File: config.mk
export PLATFORM = sky130hd
export DESIGN_NAME = adam_axil_regs_pausable
export DESIGN_NICKNAME = d
export VERILOG_FILES = /design/src/rtl/adam_axil_regs_pausable.sv
export SDC_FILE = /design/constraint.sdc
export NUM_CORES = 1
export LEC_CHECK = 0
export BUFFER_PORTS_ARGS = -buffer_cell sky130_fd_sc_hd__clkbuf_2
export CORE_MARGIN = 5
export CORE_UTILIZATION = 35
export CTS_BUF_LIST = sky130_fd_sc_hd__clkbuf_8 sky130_fd_sc_hd__clkbuf_16
export CTS_CLUSTER_SIZE = 24
export DETAILED_ROUTE_END_ITERATION = 10
export HOLD_SLACK_MARGIN = 0.05
export PLACE_DENSITY = 0.6
export SYNTH_ARGS = -nofsm -noshare
export SYNTH_HDL_FRONTEND = slang
export SYNTH_SLANG_ARGS = --single-unit
File: constraint.sdc
create_clock -name clk -period 2.37 [get_ports clk]
set_clock_uncertainty 0.15 [all_clocks]
set_input_delay 0.474 -clock clk [delete_from_list [all_inputs] [get_ports clk]]
set_output_delay 0.474 -clock clk [all_outputs]
set_load 0.01 [all_outputs]
File: src/rtl/adam_axil_regs_pausable.sv
// AXI-Lite slave register bank with a pause_req/pause_ack responder; drains in-flight traffic before pausing.
// Define ADAM_AXIL_REGS_PROT_CHECK_EN to reject unprivileged (prot[0]=0) accesses with SLVERR.
module adam_axil_regs_pausable #(
  parameter int ADDR_WIDTH = 32,
  parameter int DATA_WIDTH = 32,
  parameter int NO_REGS    = 8
) (
  input  logic                          clk,
  input  logic                          rst,

  input  logic                          pause_req,
  output logic                          pause_ack,

  input  logic [ADDR_WIDTH-1:0]         aw_addr,
  input  logic [2:0]                    aw_prot,
  input  logic                          aw_valid,
  output logic                          aw_ready,

  input  logic [DATA_WIDTH-1:0]         w_data,
  input  logic [DATA_WIDTH/8-1:0]       w_strb,
  input  logic                          w_valid,
  output logic                          w_ready,

  output logic [1:0]                    b_resp,
  output logic                          b_valid,
  input  logic                          b_ready,

  input  logic [ADDR_WIDTH-1:0]         ar_addr,
  input  logic [2:0]                    ar_prot,
  input  logic                          ar_valid,
  output logic                          ar_ready,

  output logic [DATA_WIDTH-1:0]         r_data,
  output logic [1:0]                    r_resp,
  output logic                          r_valid,
  input  logic                          r_ready,

  output logic [NO_REGS*DATA_WIDTH-1:0] regs_q
);

  localparam int STRB_WIDTH = DATA_WIDTH / 8;
  localparam int ADDR_LSB   = $clog2(STRB_WIDTH);
  localparam logic [1:0] RESP_OKAY   = 2'b00;
  localparam logic [1:0] RESP_SLVERR = 2'b10;
  localparam logic [ADDR_WIDTH-1:0] NO_REGS_A = ADDR_WIDTH'(NO_REGS);

  typedef enum logic [1:0] {
    ST_PAUSED = 2'd0,
    ST_RUN    = 2'd1,
    ST_DRAIN  = 2'd2
  } state_t;

  state_t state_q, state_d;

  logic                  aw_full_q, aw_full_d;
  logic [ADDR_WIDTH-1:0] aw_addr_q, aw_addr_d;
  logic [2:0]            aw_prot_q, aw_prot_d;
  logic                  w_full_q, w_full_d;
  logic [DATA_WIDTH-1:0] w_data_q, w_data_d;
  logic [STRB_WIDTH-1:0] w_strb_q, w_strb_d;
  logic                  b_valid_q, b_valid_d;
  logic [1:0]            b_resp_q, b_resp_d;
  logic                  r_valid_q, r_valid_d;
  logic [DATA_WIDTH-1:0] r_data_q, r_data_d;
  logic [1:0]            r_resp_q, r_resp_d;

  logic aw_rdy, w_rdy, ar_rdy;
  logic aw_hs, w_hs, ar_hs;
  logic wr_fire;
  logic [ADDR_WIDTH-1:0] wr_addr, wr_idx, rd_idx;
  logic [2:0]            wr_prot;
  logic [DATA_WIDTH-1:0] wr_data, rd_word;
  logic [STRB_WIDTH-1:0] wr_strb;
  logic wr_ok, rd_ok;

  // Acceptance gating: DRAIN only lets the missing half of a started write in.
  always_comb begin
    aw_rdy = 1'b0;
    w_rdy  = 1'b0;
    ar_rdy = 1'b0;
    case (state_q)
      ST_RUN: begin
        aw_rdy = !aw_full_q;
        w_rdy  = !w_full_q;
        ar_rdy = !r_valid_q || r_ready;
      end
      ST_DRAIN: begin
        aw_rdy = !aw_full_q && w_full_q;
        w_rdy  = !w_full_q && aw_full_q;
      end
      default: ;
    endcase
  end

  assign aw_hs = aw_valid && aw_rdy;
  assign w_hs  = w_valid && w_rdy;
  assign ar_hs = ar_valid && ar_rdy;

  // Buffers are bypassed so an AW+W handshake can complete in the same cycle.
  assign wr_addr = aw_full_q ? aw_addr_q : aw_addr;
  assign wr_prot = aw_full_q ? aw_prot_q : aw_prot;
  assign wr_data = w_full_q ? w_data_q : w_data;
  assign wr_strb = w_full_q ? w_strb_q : w_strb;
  assign wr_fire = (aw_full_q || aw_hs) && (w_full_q || w_hs) && (!b_valid_q || b_ready);

  assign wr_idx = wr_addr >> ADDR_LSB;
  assign rd_idx = ar_addr >> ADDR_LSB;

`ifdef ADAM_AXIL_REGS_PROT_CHECK_EN
  assign wr_ok = (wr_idx < NO_REGS_A) && wr_prot[0];
  assign rd_ok = (rd_idx < NO_REGS_A) && ar_prot[0];
`else
  assign wr_ok = (wr_idx < NO_REGS_A);
  assign rd_ok = (rd_idx < NO_REGS_A);
`endif

  logic unused_prot;
  assign unused_prot = ^{wr_prot, ar_prot};

  // Register storage: one slice per register, byte-enabled update.
  for (genvar gi = 0; gi < NO_REGS; gi++) begin : g_reg
    logic [DATA_WIDTH-1:0] reg_q, reg_d;

    always_comb begin
      reg_d = reg_q;
      if (wr_fire && wr_ok && (wr_idx == ADDR_WIDTH'(gi))) begin
        for (int b = 0; b < STRB_WIDTH; b++) begin
          if (wr_strb[b]) reg_d[b*8 +: 8] = wr_data[b*8 +: 8];
        end
      end
    end

    always_ff @(posedge clk or negedge rst) begin
      if (!rst) reg_q <= '0;
      else      reg_q <= reg_d;
    end

    assign regs_q[gi*DATA_WIDTH +: DATA_WIDTH] = reg_q;
  end

  always_comb begin
    rd_word = '0;
    for (int k = 0; k < NO_REGS; k++) begin
      if (rd_idx == ADDR_WIDTH'(k)) rd_word = regs_q[k*DATA_WIDTH +: DATA_WIDTH];
    end
  end

  // Pause FSM
  always_comb begin
    state_d = state_q;
    case (state_q)
      ST_PAUSED: if (!pause_req) state_d = ST_RUN;
      ST_RUN:    if (pause_req) state_d = ST_DRAIN;
      ST_DRAIN: begin
        if (!pause_req)
          state_d = ST_RUN;
        else if (!aw_full_q && !w_full_q && !b_valid_q && !r_valid_q)
          state_d = ST_PAUSED;
      end
      default:   state_d = ST_PAUSED;
    endcase
  end

  // Buffer, response and read-data next state
  always_comb begin
    aw_full_d = aw_full_q;
    aw_addr_d = aw_addr_q;
    aw_prot_d = aw_prot_q;
    w_full_d  = w_full_q;
    w_data_d  = w_data_q;
    w_strb_d  = w_strb_q;
    b_valid_d = b_valid_q;
    b_resp_d  = b_resp_q;
    r_valid_d = r_valid_q;
    r_data_d  = r_data_q;
    r_resp_d  = r_resp_q;

    if (wr_fire) begin
      aw_full_d = 1'b0;
    end else if (aw_hs) begin
      aw_full_d = 1'b1;
      aw_addr_d = aw_addr;
      aw_prot_d = aw_prot;
    end

    if (wr_fire) begin
      w_full_d = 1'b0;
    end else if (w_hs) begin
      w_full_d = 1'b1;
      w_data_d = w_data;
      w_strb_d = w_strb;
    end

    if (wr_fire) begin
      b_valid_d = 1'b1;
      b_resp_d  = wr_ok ? RESP_OKAY : RESP_SLVERR;
    end else if (b_ready) begin
      b_valid_d = 1'b0;
    end

    if (ar_hs) begin
      r_valid_d = 1'b1;
      r_data_d  = rd_ok ? rd_word : '0;
      r_resp_d  = rd_ok ? RESP_OKAY : RESP_SLVERR;
    end else if (r_ready) begin
      r_valid_d = 1'b0;
    end
  end

  always_ff @(posedge clk or negedge rst) begin
    if (!rst) begin
      state_q   <= ST_PAUSED;
      aw_full_q <= 1'b0;
      aw_addr_q <= '0;
      aw_prot_q <= '0;
      w_full_q  <= 1'b0;
      w_data_q  <= '0;
      w_strb_q  <= '0;
      b_valid_q <= 1'b0;
      b_resp_q  <= '0;
      r_valid_q <= 1'b0;
      r_data_q  <= '0;
      r_resp_q  <= '0;
    end else begin
      state_q   <= state_d;
      aw_full_q <= aw_full_d;
      aw_addr_q <= aw_addr_d;
      aw_prot_q <= aw_prot_d;
      w_full_q  <= w_full_d;
      w_data_q  <= w_data_d;
      w_strb_q  <= w_strb_d;
      b_valid_q <= b_valid_d;
      b_resp_q  <= b_resp_d;
      r_valid_q <= r_valid_d;
      r_data_q  <= r_data_d;
      r_resp_q  <= r_resp_d;
    end
  end

  assign pause_ack = (state_q == ST_PAUSED);
  assign aw_ready  = aw_rdy;
  assign w_ready   = w_rdy;
  assign ar_ready  = ar_rdy;
  assign b_valid   = b_valid_q;
  assign b_resp    = b_resp_q;
  assign r_valid   = r_valid_q;
  assign r_data    = r_data_q;
  assign r_resp    = r_resp_q;

endmodule
Word-level counts from Yosys, hierarchy flattened
Index checks and enable logic that the tools add are counted.

word-level totals
  output and inout port bits = 298
  RAM bits = 0
  flip-flop bits (word level) = 366
  bits in latches = 0
  memories kept = 0
  logic and storage cells = 164
  memory bits (read-only) = 0

operators by class
  add/sub/neg operators = 0
  multipliers = 0
  equality and inequality tests = 19
  multiplexer cells = 30
  reductions and logical operators = 69
  shifts and indexed selects = 0
  bitwise operators = 1
  $lt $le $gt $ge = 2
  div/mod/pow operators = 0

operators by type and width
  kind                                                   number
  2-to-1 mux 32 bit                                      11
  equality test 30 x 3 -> 1 bit (second input constant)  8
  equality test 30 x 2 -> 1 bit (second input constant)  4
  AND reduction 2 bit                                    34
  logical NOT 32 bit                                     2
  equality test 30 x 1 -> 1 bit (second input constant)  2
  < comparator 30 x 4 -> 1 bit (second input constant)   2
  logical AND 1 bit                                      19
  2-to-1 mux 2 bit                                       6
  2-to-1 mux 1 bit                                       9
  nonzero test 2 bit                                     4
  case mux 2 bit (3 select lines)                        1
  logical NOT 1 bit                                      4
  logical OR 1 bit                                       4
  2-to-1 mux 4 bit                                       1
  inequality test 2 bit (second input constant)          2
  case mux 1 bit (2 select lines)                        2
  inequality test 3 bit (second input constant)          1
  AND reduction 3 bit                                    1
  equality test 2 x 1 -> 1 bit (second input constant)   1
  equality test 2 bit (second input constant)            1
  logical NOT 2 bit                                      1
  inverter 1 bit                                         1

Logic depth before layout (Yosys ltp)
Gate-level depths: netlist of the first run.

  depth in word-level cells = 10
  depth in mapped cells = 9

Worst setup path before layout of the first run
OpenSTA, ideal clock, no wires.

  path kind = flip-flop to flip-flop
  start = reg state_q[0]
  end = reg g_reg[0].reg_q[0]
  slack = -0.225 ns
  required time = 2.095 ns
  data arrival time = 2.320 ns
  setup time = 0.125 ns
  cell stages (with the launch flop) = 9
  cells stage by stage = dfrtp_1 inv_1 ha_1 a21o_1 a31oi_1 or3_1 buf_2 nor4b_4 mux2_2

on the way
  longest elaborated chain between the ends = 9
  elaborated cells between the ends (all ways) = 13
  classes of those cells = eq/ne (2); mux (2); reduce/logical (9)

ends and longest elaborated chain
  item                                                                 line    source
  start: declaration                                                   53      state_t state_q, state_d;
  start signal: assignment                                             225     state_q <= state_d;
  equality test 2 bit or equality test 2 x 1 -> 1 bit (tied branches)  81      case (state_q)
  case mux 1 bit (2 select lines)                                      81
  logical AND 1 bit, on equally long branches                          95, 96
  logical OR 1 bit                                                     104     assign wr_fire = (aw_full_q || aw_hs) && (w_full_q || w_hs) && (!b_valid_q || b_ready);
  logical AND 1 bit * (2 in series)                                    104
  logical AND 1 bit * (2 in series)                                    126     if (wr_fire && wr_ok && (wr_idx == ADDR_WIDTH'(gi))) begin
  AND reduction 2 bit (no line) *                                      -
  end signal: assignment                                               135     else reg_q <= reg_d;
  end: declaration                                                     122     logic [DATA_WIDTH-1:0] reg_q, reg_d;

Mark *: on every way between the ends. The rest lies on a longest branch, timed or not.
A chain may end at the register's enable or synchronous reset.

Worst setup path in the final report of the first run
  start = reg aw_full_q
  end = reg w_data_q[19]

on the way
  longest elaborated chain between the ends = 9
  elaborated cells between the ends (all ways) = 13
  classes of those cells = mux (2); bitwise (1); reduce/logical (10)

ends and longest elaborated chain
  item                             line    source
  start: declaration               55      logic aw_full_q, aw_full_d;
  start signal: assignment         226     aw_full_q <= aw_full_d;
  logical NOT 1 bit                83, 88
  logical AND 1 bit                88      aw_rdy = !aw_full_q && w_full_q;
  case mux 1 bit (2 select lines)  81
  logical AND 1 bit                95      assign aw_hs = aw_valid && aw_rdy;
  logical OR 1 bit                 104
  logical AND 1 bit (2 in series)  104
  inverter 1 bit (no line)         -
  AND reduction 2 bit (no line) *  -
  end signal: assignment           230     w_data_q <= w_data_d;
  end: declaration                 59      logic [DATA_WIDTH-1:0] w_data_q, w_data_d;

Marked as above.

==> impl_metrics.env, run 1 <==
export IMPL_reg2reg_depth=9
export IMPL_drv_slew=0
export IMPL_hpwlAfterDp_mm=46.37
export IMPL_leakage_uw=0.01227
export IMPL_place_ws_ps=-432.7
export IMPL_cts_made_buffers=41
export IMPL_synth_edff_count=0
export IMPL_layout_commonest_cell="clkbuf_2"
export IMPL_setup_viol=308
export IMPL_ys_flop_type="dfrtp_1"
export IMPL_async_flop_share=1.000
export IMPL_core_area_um2=47950
export IMPL_synth_avg_cell_area_um2=13.01
export IMPL_grt_pass1_vias=15120
export IMPL_synth_warnings=0
export IMPL_wl_met2_mm=33.42
export IMPL_grt_overflow=0
export IMPL_final_cell_mix="clkbuf_2 (395), dfrtp_1 (359), mux2_2 (220), mux2_4 (164), buf_4 (79)"
export IMPL_vias_per_cell=5.612
export IMPL_p_per_area_nw_per_um2=741.2
export IMPL_top_level_ports=412
export IMPL_fp_row_count=80
export IMPL_htreeDepth=2
export IMPL_slew_headroom=0.5998
export IMPL_critPathMaxFanout=10
export IMPL_register_area_um2=9062
export IMPL_hold_violations=0
export IMPL_clock_root_buffer="clkbuf_16"
export IMPL_drt_wirelength_per_cell_um=27.30
export IMPL_drt_total_wl_mm=68.82
export IMPL_drt_iter0_drc=979
export IMPL_end_kind="flip-flop"
export IMPL_drive_above_1_share=0.5557
export IMPL_synth_cells=1310
export IMPL_nNetsFinal=1998
export IMPL_drt_met1_wl_mm=28.50
export IMPL_die_y_um=230.7
export IMPL_drc_errors=0
export IMPL_ys_ff_latch=362
export IMPL_required_ps=2660
export IMPL_cts_path_max_buffers=3
export IMPL_synth_distinct_cells=53
export IMPL_port_buffers=399
export IMPL_hp_class="in2reg"
export IMPL_fin_area_um2=24200
export IMPL_postRouteAntennaNets=0
export IMPL_die_area_um2=53210
export IMPL_arrival_ps=2830
export IMPL_endpoint="w_data_q[19]"
export IMPL_cpMostUsedCell="buf_4"
export IMPL_cts_sinks=362
export IMPL_track_usage=0.2465
export IMPL_violations="setup timing"
export IMPL_syn2layout_area_growth_pct=42.00
export IMPL_slowest_stage="dfrtp_2"
export IMPL_timing_final_crit_period_ps=2541
export IMPL_cp_start_kind="flip-flop"
export IMPL_grt_start_max_net_pins=56
export IMPL_multiInputGateArea_um2=8522
export IMPL_drtPass1Iterations=5
export IMPL_crit_chain="buf_4, a21o_1, a31oi_2, or3_4, buf_4, nand3_4, buf_6, buf_12, mux2_2"
export IMPL_fmax_mhz=393.6
export IMPL_place_gp_congestion=0.8891
export IMPL_rsz0062_at_grt="yes"
export IMPL_worstReg2RegEnd="w_data_q[19]"
export IMPL_grt_antenna_before_repair=2
export IMPL_tightest_slew_ps=594.8
export IMPL_met3_wirelength_mm=4.320
export IMPL_top_layer="met4"
export IMPL_maxCapViolCount=0
export IMPL_setup_slack_ps=-170.9
export IMPL_fill_cells=4223
export IMPL_grt_pass1_wl_mm=99.68
export IMPL_fin_crit_sh=1.072
export IMPL_via_count=14150
export IMPL_path_class="reg2reg"
export IMPL_ff2ff_setup_slack_ps=-170
export IMPL_regToRegStartpoint="aw_full_q"
export IMPL_fin_util=0.5048
export IMPL_placed_cell_area_um2=21060
export IMPL_path_clk_slew_ps=60
export IMPL_max_stage_delay_ps=450
export IMPL_synth_seq_area_share=0.5315
export IMPL_initial_core_util=0.3555
export IMPL_hold_ws_ps=115.2
export IMPL_worst_skew_pair_late_latency_ps=560
export IMPL_hp_start="aw_addr[4]"
export IMPL_synth_area_um2=17040
export IMPL_peakVddDrop_mv=0.4328
export IMPL_outcome="finished with violations"
export IMPL_startpoint="aw_full_q"
export IMPL_fp_dieW_um=230.7
export IMPL_cts_tree="built"
metrics by stage:
stage	total power, uW	setup TNS, ps	cells
floorplan	9332	-11290	1311
global placement	10780	-66420	2374
detailed placement	10930	-68490	2374
CTS	17720	-29110	2506
global route	18690	-49450	2520
finish	17940	-25930	2521
state kept, by name, summed over array words and instances, names as in the netlist:
name,flops
state_q,2
aw_addr_q,30
r_resp,1
w_data_q,32
aw_full_q,1
w_full_q,1
g.reg_q,256
w_strb_q,4
b_valid,1
b_resp,1
r_valid,1
r_data,32
area by class of cell:
| type | count | area share |
|---|---|---|
| inverter | 12 | 0.001965 |
| clock inverter | 18 | 0.005273 |
| clock buffer | 50 | 0.04751 |
| tap | 615 | 0.03179 |
| sequential | 362 | 0.3745 |
| timing repair buffer | 611 | 0.1867 |
| multi-input combinational | 851 | 0.3521 |
| antenna | 2 | 0.0002068 |
worst min-delay path by stage:
stage	to	cells after the start
after floorplan	aw_addr_q[10]	0
after global placement	g_reg[3].reg_q[29]	1
after detailed placement	g_reg[1].reg_q[29]	1
after CTS	aw_addr_q[4]	3
after global routing	aw_addr_q[30]	3
final	aw_addr_q[4]	3
cell families (layout without fill, tap and decap cells):
logic type	Yosys count	in the layout	synth area share
compound gates	218	218	0.09397
fa+ha+maj	5	5	0.003671
buf+inv	98	691	0.02415
flops	362	362	0.5315
mux	418	418	0.2737
other cells	1	4	0.0002200
simple gates	208	208	0.07282
critical path, delay by kind of cell (launching register included):
family / cells / cell delay, ps
buffers and inverters: 4 / 640
muxes: 1 / 350
and+or+nand+nor: 2 / 550
DFF: 1 / 450
AOI/OAI and AO/OA: 2 / 250
synthesized netlist by cell type (all sizes together) (27+ instances only):
master | instances | share of area
a21oi | 33 | 0.0097
a221oi | 27 | 0.014
a22oi | 39 | 0.017
buf | 34 | 0.010
clkbuf | 52 | 0.011
dfrtp | 362 | 0.53
mux2 | 384 | 0.25
mux2i | 34 | 0.020
nand4 | 34 | 0.016
nor2 | 78 | 0.017
nor4 | 42 | 0.016
o21ai | 37 | 0.011
o32a | 28 | 0.016
routing by layer:
layer  GRT usage  vias up
li1            -     6138
met3     0.05812      145
met4     0.08377        0
met5           0        -
met2      0.4164      524
met1      0.3129     7341
report_power, final:
| part | internal (uW) | leakage, uW | switching [uW] | total (uW) |
|---|---|---|---|---|
| registers | 6800 | 0.00492 | 366 | 7170 |
| logic | 2050 | 0.00668 | 2540 | 4600 |
| clock network | 3620 | 0.000674 | 2560 | 6170 |
what timing repair did:
| action | CTS | global route |
|---|---|---|
| endpoints found under the hold margin | 96 | 0 |
| hold buffers | 53 | 0 |
| gates resized for setup | 218 | 35 |
| pin swaps | 6 | 17 |
| setup endpoints to repair | 324 | 336 |
| setup buffers | 9 | 13 |
| cloned | 3 | 5 |
(Power assumes the default switching activity.)
==> run 2: changes to the inputs <==
--- a/config.mk
+++ b/config.mk
@@ -13,6 +13,7 @@
 export DETAILED_ROUTE_END_ITERATION = 10
 export HOLD_SLACK_MARGIN = 0.05
 export PLACE_DENSITY = 0.6
+export SKIP_LAST_GASP = 1
 export SYNTH_ARGS = -nofsm -noshare
 export SYNTH_HDL_FRONTEND = slang
 export SYNTH_SLANG_ARGS = --single-unit
==> run 2 against run 1 <==
Against the previous run: hold slack lost 1.3 ps; combinational power is essentially flat; sequential share of layout area is essentially flat; sequential power is essentially flat; fmax shrank 0.81%; die area is the same; flip-flop and latch count is the same; worst setup slack lost 21 ps; the flow still finishes with violations (setup timing); cell count is essentially flat; register-to-register slack lost 20 ps; clock-buffer cell count is the same.
==> impl_metrics.env, run 2 (synthesis gave the netlist of run 1 again) <==
export IMPL_outcome="finished with violations"
export IMPL_violations="setup timing"
export IMPL_setup_viol=315
export IMPL_path_clk_slew_ps=60
export IMPL_end_kind="flip-flop"
export IMPL_track_usage=0.2464
export IMPL_hold_ws_ps=113.8
export IMPL_grt_start_max_net_pins=56
export IMPL_timing_final_crit_period_ps=2562
export IMPL_hold_violations=0
export IMPL_cts_path_max_buffers=3
export IMPL_leakage_uw=0.01227
export IMPL_port_buffers=399
export IMPL_maxCapViolCount=0
export IMPL_fin_crit_sh=1.081
export IMPL_die_area_um2=53210
export IMPL_top_register="g.reg_q"
export IMPL_layout_commonest_cell="clkbuf_2"
export IMPL_rsz0062_at_grt="yes"
export IMPL_fp_row_count=80
export IMPL_cts_tree="built"
export IMPL_multiInputGateArea_um2=8553
export IMPL_postRouteAntennaNets=0
export IMPL_hpwlAfterDp_mm=46.37
export IMPL_hp_class="in2reg"
export IMPL_cts_made_buffers=41
export IMPL_largest_register_ffs=256
export IMPL_drive_above_1_share=0.5554
export IMPL_required_ps=2660
export IMPL_drv_slew=0
export IMPL_top_level_ports=412
export IMPL_drt_total_wl_mm=68.85
export IMPL_power_uw=17940
export IMPL_core_area_um2=47950
export IMPL_via_count=14140
export IMPL_fmax_mhz=390.4
export IMPL_path_class="reg2reg"
export IMPL_nNetsFinal=1997
export IMPL_grt_overflow=0
export IMPL_arrival_ps=2850
export IMPL_grt_pass1_vias=15120
export IMPL_cts_sinks=362
export IMPL_setup_slack_ps=-191.6
export IMPL_initial_core_util=0.3555
export IMPL_slew_headroom=0.5910
export IMPL_critPathMaxFanout=10
export IMPL_die_y_um=230.7
export IMPL_worst_skew_pair_late_latency_ps=560
export IMPL_place_gp_congestion=0.8891
export IMPL_drc_errors=0
export IMPL_htreeDepth=2
export IMPL_syn2layout_area_growth_pct=42.12
export IMPL_cp_start_kind="flip-flop"
export IMPL_fin_setup_tns_ps=-24180
export IMPL_clock_root_buffer="clkbuf_16"
export IMPL_grt_pass1_wl_mm=99.64
export IMPL_register_area_um2=9062
export IMPL_drtPass1Iterations=5
export IMPL_drt_wirelength_per_cell_um=27.32
export IMPL_vias_per_cell=5.610
export IMPL_tightest_slew_ps=607.8
export IMPL_final_cell_mix="clkbuf_2 (395), dfrtp_1 (359), mux2_2 (210), mux2_4 (174), buf_4 (80)"
export IMPL_fill_cells=4227
export IMPL_ff2ff_setup_slack_ps=-190
export IMPL_drt_iter0_drc=955
export IMPL_peakVddDrop_mv=0.4306
export IMPL_p_per_area_nw_per_um2=740.4
export IMPL_grt_antenna_before_repair=2
export IMPL_place_ws_ps=-432.7
export IMPL_fp_dieW_um=230.7
run 2: cell types whose count changed in the layout (fill, tap and decap cells not counted):
| cell | delta |
|---|---|
| a32oi_1 | +1 |
| a32oi_2 | -1 |
| buf_12 | +1 |
| buf_4 | +1 |
| buf_6 | -2 |
| buf_8 | -1 |
| mux2_2 | -10 |
| mux2_4 | +10 |
| nor2_2 | +1 |
| nor2_4 | -1 |
| nor4_1 | -1 |
| nor4_2 | +1 |
run 2: final timing paths:
path	start	end	cells past startpoint
hold reg to reg	w_data_q[13]	w_data_q[13]	1
hold / removal	r_ready	r_valid	3
max in group asynchronous	rst	g_reg[2].reg_q[3]	3
setup / recovery	aw_full_q	w_data_q[3]	9
min in group asynchronous	rst	g_reg[0].reg_q[28]	2
setup reg to reg	aw_full_q	w_data_q[3]	9
run 2: area by class of cell:
class / count / share of cell area
flip-flops and latches: 362 / 0.3741
multi-input cells: 851 / 0.3531
diodes: 2 / 0.0002066
repair buffers: 610 / 0.1861
inverters: 12 / 0.001963
well taps: 615 / 0.03177
clock buffers: 50 / 0.04747
clock inverters: 18 / 0.005269
run 2: critical path, cell delays in order, from the launching register on:
cell     delay [ps]
dfrtp_2         440
buf_4           210
a21o_1          160
a31oi_2         100
or3_4           400
buf_4           160
nand3_4         150
buf_4           180
buf_16          140
mux2_2          330
run 2: report_power, final:
group          internal [uW]  switching (uW)  leakage (uW)  total [uW]
Clock                   3610            2560      0.000674        6180
Sequential              6800             363       0.00492        7160
Combinational           2060            2540       0.00668        4590
run 2: through the flow:
stage	cells	cell area, um^2	util
detailed placement	2374	21060	0.4392
global placement	2374	21060	0.4392
finish	2520	24220	0.5052
CTS	2506	23850	0.4974
floorplan	1311	17070	-
global route	2519	24220	0.5052
run 2: repair_timing:
action,4_1_cts,5_1_grt
gates cloned,3,4
resized for setup,216,46
setup endpoints to repair,324,336
endpoints found under the hold margin,96,0
hold buffers,53,0
setup buffers,9,13
pin swaps,6,16
run 2: per-layer routing:
layer,track usage,share of wire
met5,0,0
met1,0.3129,0.41
met3,0.05812,0.064
met2,0.4160,0.48
met4,0.08395,0.038
